## src/rtl/piso_sched_ctrl_if.sv

```systemverilog
// piso_sched_ctrl_if: requester-side words/requests plus the serial link outputs.
interface piso_sched_ctrl_if #(
    parameter int NUM_REQ = 4,
    parameter int WIDTH   = 8
);
    logic [NUM_REQ-1:0]         req;
    logic [NUM_REQ*WIDTH-1:0]   data_in;
    logic [NUM_REQ-1:0]         gnt;
    logic                       serial_out;
    logic                       serial_valid;
    logic                       frame_start;
    logic                       frame_end;
    logic                       busy;
    logic [$clog2(NUM_REQ)-1:0] src_id;
    modport master (
        output req, data_in,
        input  gnt, serial_out, serial_valid, frame_start, frame_end, busy, src_id
    );
    modport slave (
        input  req, data_in,
        output gnt, serial_out, serial_valid, frame_start, frame_end, busy, src_id
    );
endinterface

```

## src/rtl/piso_sched_ctrl.sv

```systemverilog
// piso_sched_ctrl: round-robin PISO scheduler; frames MSB-first words with start/end markers and an idle gap.
// Optional trailing even-parity bit when PISO_SCHED_PARITY_EN is defined.
module piso_sched_ctrl #(
    parameter int NUM_REQ    = 4,
    parameter int WIDTH      = 8,
    parameter int GAP_CYCLES = 1
) (
    input logic clk,
    input logic rst_n,
    piso_sched_ctrl_if.slave bus
);
    localparam int IW = $clog2(NUM_REQ);
`ifdef PISO_SCHED_PARITY_EN
    localparam int FLEN = WIDTH + 1;
`else
    localparam int FLEN = WIDTH;
`endif
    localparam int CW = $clog2(FLEN + 1);

    typedef enum logic [1:0] {IDLE, SHIFT, GAP} state_t;

    state_t             state;
    logic [WIDTH-1:0]   shreg;
    logic [WIDTH-1:0]   word;
    logic [CW-1:0]      cnt;
    logic [3:0]         gcnt;
    logic [IW-1:0]      last_grant;
    logic [IW-1:0]      winner;
    logic [IW-1:0]      src_id;
    logic [NUM_REQ-1:0] gnt;
    logic               serial_out;
    logic               serial_valid;
    logic               frame_start;
    logic               frame_end;
    logic               busy;
`ifdef PISO_SCHED_PARITY_EN
    logic               par;
`endif

    function automatic logic [IW-1:0] rr(input logic [IW-1:0] last, input int k);
        return IW'((int'(last) + k) % NUM_REQ);
    endfunction

    // Scan from farthest to nearest so the nearest requester after last_grant wins.
    always_comb begin
        winner = last_grant;
        for (int k = NUM_REQ; k >= 1; k--)
            if (bus.req[rr(last_grant, k)]) winner = rr(last_grant, k);
    end

    assign word = bus.data_in[winner*WIDTH +: WIDTH];

    // cnt counts bits already placed on serial_out in the current frame.
    always_ff @(posedge clk or negedge rst_n) begin
        if (!rst_n) begin
            state        <= IDLE;
            shreg        <= '0;
            cnt          <= '0;
            gcnt         <= '0;
            last_grant   <= IW'(NUM_REQ - 1);
            gnt          <= '0;
            serial_out   <= 1'b0;
            serial_valid <= 1'b0;
            frame_start  <= 1'b0;
            frame_end    <= 1'b0;
            busy         <= 1'b0;
            src_id       <= '0;
`ifdef PISO_SCHED_PARITY_EN
            par          <= 1'b0;
`endif
        end else begin
            gnt         <= '0;
            frame_start <= 1'b0;
            case (state)
                IDLE: if (|bus.req) begin
                    state        <= SHIFT;
                    gnt          <= NUM_REQ'(1) << winner;
                    src_id       <= winner;
                    last_grant   <= winner;
                    shreg        <= word << 1;
                    serial_out   <= word[WIDTH-1];
                    serial_valid <= 1'b1;
                    frame_start  <= 1'b1;
                    busy         <= 1'b1;
                    cnt          <= CW'(1);
`ifdef PISO_SCHED_PARITY_EN
                    par          <= ^word;
`endif
                end
                SHIFT: if (int'(cnt) < FLEN) begin
`ifdef PISO_SCHED_PARITY_EN
                    serial_out <= (int'(cnt) == WIDTH) ? par : shreg[WIDTH-1];
`else
                    serial_out <= shreg[WIDTH-1];
`endif
                    shreg      <= shreg << 1;
                    cnt        <= cnt + CW'(1);
                    frame_end  <= int'(cnt) == FLEN - 1;
                end else begin
                    serial_out   <= 1'b0;
                    serial_valid <= 1'b0;
                    frame_end    <= 1'b0;
                    cnt          <= '0;
                    gcnt         <= 4'd1;
                    if (GAP_CYCLES > 0) begin
                        state <= GAP;
                    end else begin
                        state <= IDLE;
                        busy  <= 1'b0;
                    end
                end
                GAP: if (int'(gcnt) >= GAP_CYCLES) begin
                    state <= IDLE;
                    busy  <= 1'b0;
                    gcnt  <= '0;
                end else begin
                    gcnt <= gcnt + 4'd1;
                end
                default: state <= IDLE;
            endcase
        end
    end

    assign bus.gnt          = gnt;
    assign bus.serial_out   = serial_out;
    assign bus.serial_valid = serial_valid;
    assign bus.frame_start  = frame_start;
    assign bus.frame_end    = frame_end;
    assign bus.busy         = busy;
    assign bus.src_id       = src_id;
endmodule

```

## src/flat_wrapper.sv

```systemverilog
// flat-port wrapper written by rule: the top's interface ports become plain ports
module piso_sched_ctrl_flat 
#(
    parameter int NUM_REQ    = 4,
    parameter int WIDTH      = 8,
    parameter int GAP_CYCLES = 1
)
  (clk, rst_n, bus_req, bus_data_in, bus_gnt, bus_serial_out, bus_serial_valid, bus_frame_start, bus_frame_end, bus_busy, bus_src_id);
  piso_sched_ctrl_if #(.NUM_REQ(NUM_REQ), .WIDTH(WIDTH)) bus_i ();
  input logic clk;
  input logic rst_n;
  input wire logic [$bits(bus_i.req)-1:0] bus_req;
  input wire logic [$bits(bus_i.data_in)-1:0] bus_data_in;
  output wire logic [$bits(bus_i.gnt)-1:0] bus_gnt;
  output wire logic [$bits(bus_i.serial_out)-1:0] bus_serial_out;
  output wire logic [$bits(bus_i.serial_valid)-1:0] bus_serial_valid;
  output wire logic [$bits(bus_i.frame_start)-1:0] bus_frame_start;
  output wire logic [$bits(bus_i.frame_end)-1:0] bus_frame_end;
  output wire logic [$bits(bus_i.busy)-1:0] bus_busy;
  output wire logic [$bits(bus_i.src_id)-1:0] bus_src_id;
  assign bus_i.req = bus_req;
  assign bus_i.data_in = bus_data_in;
  assign bus_gnt = bus_i.gnt;
  assign bus_serial_out = bus_i.serial_out;
  assign bus_serial_valid = bus_i.serial_valid;
  assign bus_frame_start = bus_i.frame_start;
  assign bus_frame_end = bus_i.frame_end;
  assign bus_busy = bus_i.busy;
  assign bus_src_id = bus_i.src_id;
  piso_sched_ctrl #(.NUM_REQ(NUM_REQ), .WIDTH(WIDTH), .GAP_CYCLES(GAP_CYCLES)) u_core (.clk(clk), .rst_n(rst_n), .bus(bus_i));
endmodule
```

## config.mk

```make
export PLATFORM = sky130hd
export DESIGN_NAME = piso_sched_ctrl_flat
export DESIGN_NICKNAME = d
export VERILOG_FILES = /design/src/rtl/piso_sched_ctrl_if.sv /design/src/rtl/piso_sched_ctrl.sv /design/src/flat_wrapper.sv
export SDC_FILE = /design/constraint.sdc
export NUM_CORES = 1
export LEC_CHECK = 0
export CAP_MARGIN = 30
export CORE_MARGIN = 8
export CORE_UTILIZATION = 41
export CTS_CLUSTER_SIZE = 8
export DETAILED_ROUTE_END_ITERATION = 10
export MAX_ROUTING_LAYER = met4
export PLACE_DENSITY = 0.78
export SLEW_MARGIN = 15
export SYNTH_ARGS = -nofsm -noshare
export SYNTH_HDL_FRONTEND = slang
export SYNTH_SLANG_ARGS = --single-unit
```

## constraint.sdc

```tcl
create_clock -name clk -period 1.82 [get_ports clk]
set_input_delay 0.182 -clock clk [delete_from_list [all_inputs] [get_ports clk]]
set_output_delay 0.182 -clock clk [all_outputs]
set_load 0.01 [all_outputs]
```

### After elaboration in Yosys (flattened, before gate mapping)

Cells that the tools add are included.

* flip-flop bits (word level): 31
* output and inout bits: 11
* logic and storage cells: 83

* add/sub/neg operators: 6
* $lt $le $gt $ge: 6
* equality and inequality tests: 7
* shift-type cells: 2
* muxes and demuxes: 38
* reductions and logical operators: 12

Operator list (count)
* $shiftx 32x6->8: 1
* $mux 4: 6
* $mux 8: 2
* $pmux 4 s2: 2
* $pmux 8 s2: 1
* $mux 2: 7
* $lt 2x3->1 const B: 4
* $mux 1: 12
* $reduce_and 3->1: 4
* $add 4x1->4 const B: 2
* $bmux 1 s2: 4
* $ne 2x1->1 const B: 3
* $pmux 1 s2: 3
* $pmux 2 s3: 1
* $reduce_and 2->1: 3
* $reduce_bool 2->1: 3
* $add 2x1->2 const B: 2
* $add 2x2->2 const B: 2
* $eq 4x4->1 const B: 1
* $ge 4x1->1 const B: 1
* $lt 4x4->1 const B: 1
* $reduce_or 4->1: 1
* $shl 1x2->4 const A: 1
* $eq 2x1->1 const B: 1
* other kinds (3): 3

### Longest topological paths before layout

Gate-level depths: netlist (run 1).

* word-level depth: 10
* depth in mapped cells: 7
* depth with buffers taken out: 6

### Worst setup path before layout (run 1)

Ideal clock, no wire load.

* path kind: reg2reg
* start: register u_core.last_grant[1]
* end: register u_core.serial_out, in the netlist u_core.bus.serial_out
* library setup time: 0.149 ns
* arrival time: 1.637 ns
* path slack: 0.034 ns
* stages on the path, launching flop included: 8
* buffers on the path: 2
* clock period less this slack: 1.786 ns
* cell sequence: dfstp_2 > buf_6 > mux2i_1 > a222oi_1 > buf_4 > mux2i_1 > a22o_1 > a31oi_1

* longest elaborated chain between the ends: 10
* elaborated cells on any way between the ends: 19
* those cells by class: 4 x add/sub; 1 x shift; 14 x mux

Ends and longest elaborated chain
* start, declared: RTL line piso_sched_ctrl.sv:27 `logic [IW-1:0] last_grant;`
* start signal, assigned: RTL line piso_sched_ctrl.sv:60 `last_grant <= IW'(NUM_REQ - 1);`
* start signal, assigned: RTL line piso_sched_ctrl.sv:79 `last_grant <= winner;`
* $add 2x1->2: RTL line piso_sched_ctrl.sv:41 `return IW'((int'(last) + k) % NUM_REQ);`
* $bmux 1 s2: RTL line piso_sched_ctrl.sv:48 `if (bus.req[rr(last_grant, k)]) winner = rr(last_grant, k);`
* $mux 1 (implied by the code): RTL line piso_sched_ctrl.sv:48
* $mux 2 (3 in series): RTL line piso_sched_ctrl.sv:48
* $mux 2 *: RTL line piso_sched_ctrl.sv:48
* $shiftx 32x6->8 *: RTL line piso_sched_ctrl.sv:51 `assign word = bus.data_in[winner*WIDTH +: WIDTH];`
* $mux 1 *: RTL line piso_sched_ctrl.sv:75 `IDLE: if (|bus.req) begin`
* $pmux 1 s2 *: RTL line piso_sched_ctrl.sv:74 `case (state)`
* end signal, assigned: RTL line piso_sched_ctrl.sv:81 `serial_out <= word[WIDTH-1];`
* end signal, assigned: RTL line piso_sched_ctrl.sv:94 `serial_out <= shreg[WIDTH-1];`
* end, declared: RTL line piso_sched_ctrl.sv:31 `logic serial_out;`

Mark *: on every way between the ends. The rest lies on a longest branch, timed or not. The select of a mux whose other input is x is not followed.
A chain may end at the register's enable or synchronous reset.

### Worst setup path after layout (run 1)

Ends and elaborated chain as after synthesis.

==> results.py, run 1 <==
metrics = {
    "setup_path": {
        "start_kind": "flop",
        "worstSetupPathType": "reg -> reg",
        "cp_slowest_cell": "dfstp_2",
        "end_kind": "flop",
        "crit_chain": "mux2i_1 > a222oi_1 > buf_4 > buf_4 > buf_4 > mux2i_1 > a31oi_1",
        "crit_cells": 7,
        "required_ns": 1.97,
        "r2r_end": "u_core.bus.serial_out",
        "ff2ff_path_depth": 7,
        "r2r_start": "u_core.last_grant[1]",
        "worst-path-buf-inv": 3,
        "crit_family": "flip-flops",
        "r2r_slack_ns": -0.02,
        "crit_path_max_fanout": 5,
        "crit_top_cell": "buf_4",
        "critPathArrivalTime_ns": 1.99,
        "cp_slowest_stage_delay_ns": 0.56,
    },
    "run_status": {
        "failed_checks": "setup timing",
        "status": "finished, violations left",
    },
    "power": {
        "p_leak_nw": 1.04,
        "p_seq_share_pct": 32.8,
        "ir_drop_uv": 746,
        "p_sw_mw": 1.25,
        "p_int_mw": 2.18,
        "p_total_mw": 3.44,
        "p_per_area_nw_per_um2": 1480,
        "pwr-share-comb_pct": 51.5,
        "swShare_pct": 36.5,
        "clkPwrFrac_pct": 15.7,
    },
    "route": {
        "vias": 1433,
        "drt_first_pass_iters": 6,
        "drt_iter0_markers": 97,
        "avgViaCountPerCell": 5.35,
        "totalWireLength_mm": 4.02,
        "ant_nets": 0,
        "wl_per_cell_um": 15.0,
        "drc": 0,
    },
    "floorplan": {
        "dieArea_um2": 5980,
        "coreArea_um2": 3630,
        "rows": 22,
        "die_height_um": 77.3,
        "io-pin-count": 49,
        "start_util_pct": 42.4,
        "die_width_um": 77.3,
    },
    "logic_synthesis": {
        "syn-num-nets": 191,
        "synth.distinct_cells": 33,
        "avgSynthCellArea_um2": 10.3,
        "async_flop_share_pct": 100,
        "syn_area_um2": 1540,
        "ys.warnings.count": 0,
        "synth_ff_type": "dfrtp_1",
        "synth_edf_count": 0,
        "synth_cells": 149,
        "ys_seq_elements": 30,
        "synth.yosys.seq_area_share_pct": 48.9,
    },
    "placement": {
        "place_inst": 256,
        "placed_area_um2": 2180,
        "dpl.hpwl_mm": 3.14,
        "gp_congestion": 0.770,
        "io_buffer_count": 48,
    },
    "hold_path": {
        "worstHoldPathType": "in -> async",
    },
    "grt": {
        "met1_usage_pct": 16.4,
        "grt_max_degree": 31,
        "track_usage_pct": 14.1,
        "grt_pass1_vias": 1547,
        "use_met2_pct": 22.1,
        "top_usage_layer": "met2",
        "grt_pass1_wl_mm": 6.79,
        "use_met3_pct": 4.31,
        "grt-ovfl-total": 0,
        "antenna_found_initial": 0,
    },
    "finish": {
        "fill_cells": 293,
        "final_nets": 261,
        "syn2layout_area_growth_pct": 50.9,
        "layout-drive-gt1-share_pct": 18.2,
        "insertedDiodeCount": 0,
        "fin_area_um2": 2330,
        "register_area_um2": 753,
        "finalNonFillerCells": 268,
        "multi_input_area_um2": 756,
    },
    "cts": {
        "ctsHtreeMaxLevel": 2,
        "cts_tree": "built",
        "path_clk_slew_ns": 0.06,
        "numCtsBuffers": 5,
        "cts.sinks": 30,
        "cts_max_path_buffers": 2,
        "clk_latency_ns": 0.28,
        "cts_root_buf": "clkbuf_8",
    },
    "timing": {
        "min_period_over_period_pct": 101,
        "maxSlewHeadroom_pct": 75.2,
        "finalSetupViolations": 4,
        "fin_crit_ns": 1.84,
        "rsz0062_at_grt": "yes",
        "fin_tns_setup_ns": -0.0405,
        "slew_violations": 0,
        "max_slew.worst_pin.slew_ns": 0.372,
        "skew_ns": 0.00740,
        "setup_ws_ns": -0.0214,
        "hold_viol_final": 0,
        "fmax_mhz": 543,
    },
    "run": {
        "max_cap_violations": 0,
    },
}
## how the worst max path moves through the flow
stage	startpoint	end	slack (ns)
2_1_floorplan	u_core.last_grant[1]	u_core.bus.serial_out	0.03
3_3_place_gp	bus_req[0]	u_core.shreg[6]	-0.12
3_5_place_dp	bus_req[0]	u_core.shreg[6]	-0.20
4_1_cts	u_core.last_grant[1]	u_core.shreg[6]	-0.02
5_1_grt	u_core.last_grant[1]	u_core.bus.serial_out	-0.15
6_report	u_core.last_grant[1]	u_core.bus.serial_out	-0.02
## cells by family (layout without fill, tap and decap cells)
kind of cell             after synthesis  count (layout)  share of synthesized area (%)
multiplexers                          17              17                           11.0
flip-flops                            30              30                           48.9
adder cells (fa/ha/maj)                4               4                           3.25
buffers and inverters                 10              81                           3.90
AO/OA/AOI/OAI                         44              44                           18.9
AND/OR/NAND/NOR                       44              44                           14.0
## worst reg2reg max path: stages (launching register included)
cell      delay, ns
dfstp_2        0.56
mux2i_1        0.07
a222oi_1       0.37
buf_4          0.22
buf_4          0.12
buf_4          0.09
mux2i_1        0.19
a31oi_1        0.09
## layout make-up
cell class                 count  area share (%)
tap                           48            2.58
clock buffer                   7            3.71
clock inverter                 1           0.215
timing repair buffer          69            28.0
multi-input combinational    109            32.5
inverter                       4           0.646
sequential                    30            32.4
## synthesized netlist by cell type, types with 2 or more instances
cell      instances  area share (%)
a211oi_1          3             1.5
a21oi_1          11             3.6
a221oi_1          6             3.4
a31oi_1           2            0.81
buf_4             2            0.97
buf_6             2             1.5
clkbuf_1          2            0.49
dfrtp_1          28              45
dfstp_2           2             3.4
ha_1              4             3.2
inv_1             4            0.97
mux2i_1          17              11
nand2_1          14             3.4
nand2b_1          5             2.0
nand3_1           2            0.65
nand3b_1          3             1.5
nor2_1           11             2.7
nor3_1            3            0.97
o21a_1            2            0.97
o21ai_0           7             2.3
o22ai_1           7             2.8
## per-stage QoR
step	worst slack [ns]	util, %	hold WS [ns]
floorplan	0.0341	-	-0.114
global placement	-0.121	59.9	0.464
detailed placement	-0.201	59.9	0.464
CTS	-0.0200	63.1	0.308
global route	-0.147	64.0	0.343
finish	-0.0214	64.0	0.294
## power by group through the flow
stage / registers (mW) / clock network (mW) / logic [mW]
finish: 1.13 / 0.539 / 1.77
global route: 1.16 / 0.586 / 1.94
CTS: 1.12 / 0.548 / 1.70
detailed placement: 1.14 / 0 / 1.64
global placement: 1.12 / 0 / 1.58
floorplan: 1.13 / 0 / 0.989
## metal layers
layer  up-vias  wire, um
met1       683      1850
met4         0        68
li1        689         -
met2        55      1930
met5         -         0
met3         6       183
## state kept, by name, summed over array words and instances (netlist names), 2 cells and up
register           count
u_core.bus.gnt         4
u_core.shreg           7
u_core.bus.src_id      2
u_core.last_grant      2
u_core.cnt             4
u_core.gcnt            4
u_core.state           2
## placed cells by master, fill, tap and decap left out, types with 5 or more instances in the layout
cell / synthesis / layout
nand2b_1: 5 / 5
buf_4: 2 / 20
mux2i_1: 17 / 16
nand2_1: 14 / 14
o21ai_0: 7 / 7
clkdlybuf4s50_1: 0 / 48
dfrtp_1: 28 / 28
nor2_1: 11 / 11
clkbuf_8: 0 / 6
o22ai_1: 7 / 7
a21oi_1: 11 / 11
## what timing repair did
action	4_1_cts	5_1_grt
endpoints found under the setup margin	6	8
hold buffers	0	0
pin swaps	1	4
resized for setup	0	5
buffers inserted	3	1
(Power assumes the default switching activity.)
==> inputs of run 2 (changes only) <==
CORE_UTILIZATION = 46   (was 41)
PLACE_DENSITY = 0.82   (was 0.78)
SKIP_CTS_REPAIR_TIMING = 1   (was default)
clock period = 1.7 ns   (was 1.82 ns; I/O delays follow)
==> results.py, run 2 (synthesis gave the netlist of run 1 again) <==
metrics = {
    "timing": {
        "setup_ws_ns": -0.220,
        "fmax_mhz": 521,
        "slew_violations": 0,
        "fin_crit_ns": 1.92,
        "max_slew.worst_pin.slew_ns": 0.404,
        "skew_ns": 0.00771,
        "rsz0062_at_grt": "yes",
        "hold_viol_final": 0,
        "maxSlewHeadroom_pct": 73.0,
        "fin_tns_setup_ns": -1.70,
        "finalSetupViolations": 12,
        "min_period_over_period_pct": 113,
    },
    "floorplan": {
        "die_height_um": 73.9,
        "rows": 21,
        "die_width_um": 73.9,
        "start_util_pct": 46.9,
        "dieArea_um2": 5460,
        "io-pin-count": 49,
        "coreArea_um2": 3280,
    },
    "cts": {
        "clk_latency_ns": 0.34,
        "cts_tree": "built",
        "numCtsBuffers": 5,
        "ctsHtreeMaxLevel": 2,
        "path_clk_slew_ns": 0.09,
        "cts.sinks": 30,
        "cts_max_path_buffers": 2,
        "cts_root_buf": "clkbuf_4",
    },
    "placement": {
        "placed_area_um2": 2220,
        "io_buffer_count": 48,
        "dpl.hpwl_mm": 3.25,
        "gp_congestion": 0.780,
    },
    "run_status": {
        "status": "finished, violations left",
        "failed_checks": "setup timing",
    },
    "grt": {
        "antenna_found_initial": 0,
        "grt_pass1_vias": 1581,
        "grt-ovfl-total": 0,
        "grt_max_degree": 31,
        "met1_usage_pct": 18.6,
        "use_met2_pct": 27.2,
        "use_met3_pct": 6.14,
        "grt_pass1_wl_mm": 6.92,
        "top_usage_layer": "met2",
        "track_usage_pct": 16.8,
    },
    "setup_path": {
        "critPathArrivalTime_ns": 2.14,
        "start_kind": "flop",
        "r2r_slack_ns": -0.22,
        "end_kind": "flop",
        "required_ns": 1.92,
        "crit_path_max_fanout": 6,
        "worstSetupPathType": "reg -> reg",
    },
    "run": {
        "max_cap_violations": 0,
    },
    "route": {
        "drt_iter0_markers": 124,
        "totalWireLength_mm": 4.47,
        "avgViaCountPerCell": 5.48,
        "ant_nets": 0,
        "drc": 0,
        "wl_per_cell_um": 16.4,
        "drt_first_pass_iters": 4,
        "vias": 1497,
    },
    "finish": {
        "insertedDiodeCount": 0,
        "layout-drive-gt1-share_pct": 25.6,
        "fin_area_um2": 2420,
        "most-common-layout-cells": "clkdlybuf4s50_1, dfrtp_1, buf_4",
        "largest_register": "u_core.shreg",
        "layout_commonest_cell": "clkdlybuf4s50_1",
        "largest_reg_flops": 7,
        "syn2layout_area_growth_pct": 57.1,
        "final_nets": 268,
    },
    "power": {
        "p_leak_nw": 1.08,
        "p_total_mw": 3.88,
        "p_per_area_nw_per_um2": 1600,
        "ir_drop_uv": 890,
    },
    "hold_path": {
        "worstHoldPathType": "in -> async",
    },
}
==> run 2: changes by cell type in the layout (fill, tap and decap cells not counted), sizes merged <==
cell  delta
buf      +7
==> run 2: final timing paths <==
check                                     startpoint                    end  depth (start not counted)
worst max-delay path            u_core.last_grant[1]        u_core.shreg[7]                          6
worst min-delay path                           rst_n      u_core.bus.gnt[2]                          2
worst max register to register  u_core.last_grant[1]        u_core.shreg[7]                          6
worst min register to register  u_core.bus.src_id[0]   u_core.bus.src_id[0]                          1
max in group asynchronous                      rst_n   u_core.last_grant[1]                          2
min in group clk                     bus_data_in[31]  u_core.bus.serial_out                          3
==> run 2: metal layers <==
metal	part of all wire, %	up-vias
met5	0	-
met4	1.3	0
met3	7.1	8
met2	49	66
met1	43	716
li1	-	707
==> run 2: power by group <==
group | switching [mW] | internal (mW)
Clock | 0.251 | 0.200
Sequential | 0.218 | 1.00
Combinational | 1.02 | 1.19
Total | 1.49 | 2.39
==> run 2: area by class of cell <==
class / count / area, um^2
tap: 46 / 57.6
clock buffer: 7 / 55.1
sequential: 30 / 753
multi-input combinational: 109 / 813
clock inverter: 1 / 5.00
fill: 248 / 863
inverter: 4 / 15.0
timing repair buffer: 76 / 722
==> run 2: worst max-delay path, stage by stage (launching register included) <==
cell      delay (ns)
dfstp_2         0.59
mux2i_1         0.09
a222oi_1        0.40
buf_4           0.25
buf_12          0.13
mux2i_1         0.26
a221oi_2        0.09
==> run 2: per-stage QoR <==
stage	worst slack [ns]	util, %	hold slack (ns)	instances
after floorplan	-0.0662	-	-0.126	149
after global routing	-0.341	73.7	0.245	273
after CTS	-0.188	69.3	0.210	267
after global placement	-0.212	67.5	0.470	259
final	-0.220	73.7	0.205	273
after detailed placement	-0.317	67.5	0.481	259
==> inputs of run 3 (changes only) <==
RECOVER_POWER = 25   (was default)
==> results.py, run 3 (synthesis gave the netlist of run 1 again) <==
metrics = {
    "setup_path": {
        "cp-endpoint": "u_core.shreg[7]",
        "crit_top_cell": "mux2i_1",
        "crit_chain": "mux2i_1 > a222oi_1 > buf_4 > buf_12 > mux2i_1 > a221oi_2",
        "r2r_start": "u_core.last_grant[1]",
        "crit_family": "flip-flops",
        "cp_slowest_stage_delay_ns": 0.59,
        "r2r_end": "u_core.shreg[7]",
        "required_ns": 1.92,
        "crit_cells": 6,
        "crit_path_max_fanout": 6,
        "cp_slowest_cell": "dfstp_2",
        "startpoint": "u_core.last_grant[1]",
        "worstSetupPathType": "reg -> reg",
        "critPathArrivalTime_ns": 2.14,
        "worst-path-buf-inv": 2,
        "end_kind": "flop",
        "r2r_slack_ns": -0.22,
        "ff2ff_path_depth": 6,
        "start_kind": "flop",
    },
    "cts": {
        "cts_root_buf": "clkbuf_4",
        "cts_max_path_buffers": 2,
        "clk_latency_ns": 0.34,
        "cts_tree": "built",
        "ctsHtreeMaxLevel": 2,
        "cts.sinks": 30,
        "path_clk_slew_ns": 0.10,
        "numCtsBuffers": 5,
    },
    "placement": {
        "gp_congestion": 0.780,
        "dpl.hpwl_mm": 3.25,
        "io_buffer_count": 48,
    },
    "run_status": {
        "status": "finished, violations left",
        "failed_checks": "setup timing",
    },
    "timing": {
        "min_period_over_period_pct": 113,
        "skew_ns": 0.00795,
        "hold_viol_final": 0,
        "fin_tns_setup_ns": -1.71,
        "max_slew.worst_pin.slew_ns": 0.762,
        "finalSetupViolations": 12,
        "rsz0062_at_grt": "yes",
        "slew_violations": 0,
        "fin_crit_ns": 1.92,
        "fmax_mhz": 521,
        "setup_ws_ns": -0.221,
        "maxSlewHeadroom_pct": 49.2,
    },
    "finish": {
        "layout_commonest_cell": "clkdlybuf4s50_1",
        "largest_reg_flops": 7,
        "insertedDiodeCount": 0,
        "largest_register": "u_core.shreg",
        "final_nets": 268,
        "layout-drive-gt1-share_pct": 25.6,
        "most-common-layout-cells": "clkdlybuf4s50_1, dfrtp_1, buf_4",
        "syn2layout_area_growth_pct": 56.9,
        "final_util_pct": 73.6,
    },
    "power": {
        "p_leak_nw": 1.08,
        "p_total_mw": 3.89,
        "ir_drop_uv": 891,
        "p_per_area_nw_per_um2": 1610,
    },
    "floorplan": {
        "die_width_um": 73.9,
        "die_height_um": 73.9,
        "coreArea_um2": 3280,
        "rows": 21,
        "io-pin-count": 49,
        "dieArea_um2": 5460,
        "start_util_pct": 46.9,
    },
    "route": {
        "ant_nets": 0,
        "totalWireLength_mm": 4.49,
        "wl_per_cell_um": 16.5,
        "avgViaCountPerCell": 5.51,
        "drc": 0,
        "drt_iter0_markers": 124,
        "vias": 1503,
        "drt_first_pass_iters": 4,
    },
    "hold_path": {
        "worstHoldPathType": "in -> async",
    },
    "grt": {
        "grt_pass1_wl_mm": 6.92,
        "track_usage_pct": 16.8,
        "grt_pass1_vias": 1581,
        "grt_max_degree": 31,
        "antenna_found_initial": 0,
        "grt-ovfl-total": 0,
    },
    "run": {
        "max_cap_violations": 0,
    },
}
==> run 3: through the flow <==
step | hold slack (ns) | instances | worst slack, ns | area [um^2]
floorplan | -0.126 | 149 | -0.0662 | 1550
global placement | 0.470 | 259 | -0.212 | 2220
detailed placement | 0.481 | 259 | -0.317 | 2220
CTS | 0.210 | 267 | -0.188 | 2280
global route | 0.479 | 273 | -0.341 | 2420
finish | 0.422 | 273 | -0.221 | 2420
==> run 3: worst reg2reg max path: cells and delay by family, from the launching register on <==
kind	cells	cell delay, ns
buffers and inverters	2	0.38
flip-flops	1	0.59
multiplexers	2	0.35
AO/OA/AOI/OAI	2	0.49
==> run 3: where the power goes <==
| group | total [mW] | switching, mW | internal (mW) |
|---|---|---|---|
| Combinational | 2.22 | 1.03 | 1.19 |
| Clock | 0.451 | 0.251 | 0.200 |
| Sequential | 1.22 | 0.218 | 1.00 |
==> run 3: cell type report <==
cell class,count,area [um^2]
inverters,4,15.0
flip-flops and latches,30,753
well taps,46,57.6
multi-input cells,109,813
clock inverters,1,5.00
repair buffers,76,719
fillers,248,866
clock buffers,7,55.1
==> run 3: worst min-delay path by stage <==
stage,to,slack [ns],depth (start not counted)
floorplan,u_core.bus.busy,-0.13,0
global placement,u_core.bus.serial_valid,0.47,2
detailed placement,u_core.bus.serial_valid,0.48,2
CTS,u_core.shreg[5],0.21,2
global route,u_core.shreg[5],0.48,3
finish,u_core.bus.src_id[1],0.42,2
==> run 3: layer usage <==
layer | track usage, % | wire length, um | vias up
met5 | - | 0 | -
met4 | 5.99 | 62 | 0
met3 | 6.14 | 311 | 10
met2 | 27.2 | 2180 | 71
met1 | 18.6 | 1940 | 715
li1 | - | - | 707
==> RTL edit, RTL diff (config.mk and constraints of run 3) <==
The option `PISO_SCHED_PARITY_EN` is turned on by a define.
--- a/src/rtl/piso_sched_ctrl.sv
+++ b/src/rtl/piso_sched_ctrl.sv
@@ -1,5 +1,7 @@
 // piso_sched_ctrl: round-robin PISO scheduler; frames MSB-first words with start/end markers and an idle gap.
 // Optional trailing even-parity bit when PISO_SCHED_PARITY_EN is defined.
+`define PISO_SCHED_PARITY_EN
+
 module piso_sched_ctrl #(
     parameter int NUM_REQ    = 4,
     parameter int WIDTH      = 8,
Function: same outputs for any inputs over 4 cycles, from zero or initial values and one cycle with rst_n low; that may be too few to reach the edited logic, so the function may still have changed.
==> RTL edit against run 3 <==
The run still ends with negative setup slack left; sequential cell count grew 1; routed wire length grew 20%; cell area grew 24%; total power grew 19%; utilization shrank 3.4 points; sequential share of layout area shrank 5.2 points; synthesized area grew 30%; setup slack gained 51 ps; clock power grew 33%; combinational power grew 25%; global-route usage grew 1.1 points; worst hold slack gained 69 ps; die area grew 23%; critical path type unchanged.
==> RTL edit: results (changes against run 3) <==
Outcome
  – Outcome: complete, but fails checks
  – Failing checks: negative setup slack

Place
  – Placed Cells: 333 (+29%)
  – Final RePlAce weighted congestion: 0.869 (+11%)
  – Place WS: -360 ps (-42.9 ps)
  – DP HPWL: 4280 µm (+32%)
  – Placed instance area: 2810 µm² (+27%)

Final layout
  – Share of post-route cells with drive strength above 1: 22.8% (-2.8 points)
  – Post-layout util: 70.2% (-3.4 points)
  – Max reg flops: 7 (unchanged)
  – Fill cells: 325 (+31%)
  – Largest reg by FF count: u_core.shreg

Critical path
  – CP max FO: 7 (+1)
  – Critical path's top delay family: compound AO/OA/AOI/OAI gates
  – Reg-to-Reg Start: u_core.last_grant[0]
  – Worst setup path startpoint: u_core.last_grant[0]
  – Crit path DAT: 2040 ps (-100 ps)
  – Crit path largest cell delay: 570 ps (-20 ps)

Synth
  – Netlist cell types: 45 (+36%)
  – Post-synthesis xor/xnor area fraction: 12.2% (+12 points)
  – Synth Net Count: 252 (+32%)
  – Mux share of post-synthesis cell area: 3.68% (-7.4 points)
  – Syn_area_per_cell: 9.64 µm² (-6.8%)
  – Top cells by area, synth: dfrtp_1 (36%), xnor2_1 (11%), a311oi_1 (5.2%)
  – Seq/Total Area, Yosys: 38.8% (-10 points)
  – Compound-Gate Fraction of Synth Area: 25.0% (+6.0 points)
  – Predominant post-synthesis flop cell: dfrtp_1
  – Async set-reset flop share out of synthesis: 100% (unchanged)
  – Synth Area in Adders: 3.74% (+0.50 points)
  – Commonest cells in the netlist: dfrtp_1 (29), xnor2_1 (26), nand2_1 (21)

Clock network
  – CTS root buffer: clkbuf_8
  – Clock Latency Late Sink: 280 ps (-60 ps)
  – Clock-pin slew on the worst setup and hold paths: 70 ps (-30 ps)

Timing
  – Clk_skew: 7.44 ps (-0.503 ps)
  – Final WS setup: -169 ps (+51.3 ps)
  – Number of hold violations in the final report: 0 (unchanged)
  – Post-route setup TNS: -1320 ps (+393 ps)
  – Setup Viol. Count Final: 12 (unchanged)
  – Slew @ Worst Pin: 755 ps (-7.07 ps)

Detailed routing
  – Residual DRC: 0 (unchanged)
  – Vias: 1861 (+24%)
  – Routed length per instance: 15.8 µm (-3.9%)
  – DRT Pass-1 Iters: 6 (+2)
  – Routed wire length: 5410 µm (+20%)
  – Initial DRC Count: 68 (-45%)

Power and ir drop
  – LEAKAGE: 1.28 nW (+18%)
  – Peak supply drop: 0.584 mV (-34%)

GRT
  – Largest net degree at the start of global routing: 32 (+3.2%)
  – Gr usage total: 18.0% (+1.1 points)
  – First-pass GRT wire length: 9200 µm (+33%)
  – Vias in the first global route: 2070 (+31%)
[RTL edit: final timing paths]
path / end / slack, ps / cells past startpoint
min reg2reg: u_core.bus.frame_end / 490 / 2
max reg2reg: u_core.shreg[6] / -170 / 6
max in group asynchronous: u_core.shreg[2] / 730 / 2
max: u_core.shreg[6] / -170 / 6
min: u_core.gcnt[2] / 490 / 2
min in group clk: u_core.bus.frame_end / 490 / 2
[RTL edit: logic make-up (layout without fill, tap and decap cells)]
| group | count (synthesis) | count (layout) |
|---|---|---|
| buf+inv | 19 | 101 |
| mux | 7 | 7 |
| fa+ha+maj | 6 | 6 |
| xor+xnor | 28 | 28 |
| simple gates | 52 | 52 |
| compound gates | 65 | 65 |
| flops | 31 | 31 |
[RTL edit: worst reg2reg max path: stages, from the launching register on]
cell,delay [ps]
dfstp_2,570
nor2b_4,50
a21o_1,170
a221o_2,480
a311oi_1,240
o311ai_1,130
o21a_1,120
[RTL edit: cell type report]
class / instances / share of cell area (%)
Inverter: 8 / 1.00
Timing Repair Buffer: 85 / 26.6
Sequential cell: 31 / 26.0
Clock inverter: 1 / 0.167
Clock buffer: 7 / 2.88
Tap cell: 52 / 2.17
Multi-Input combinational cell: 158 / 41.2
[RTL edit: where the power goes]
part | leakage, nW | internal, mW | switching, mW
Clock | 0.0482 | 0.326 | 0.272
Combinational | 0.846 | 1.42 | 1.35
Sequential | 0.381 | 1.05 | 0.200
Total | 1.28 | 2.80 | 1.82
[RTL edit: per-layer routing]
layer | share of wire (%) | vias up | track usage (%)
met2 | 49 | 56 | 29.8
met4 | 1.6 | 0 | 6.14
met3 | 4.3 | 10 | 2.95
met5 | 0 | - | -
met1 | 45 | 879 | 21.5
li1 | - | 916 | -
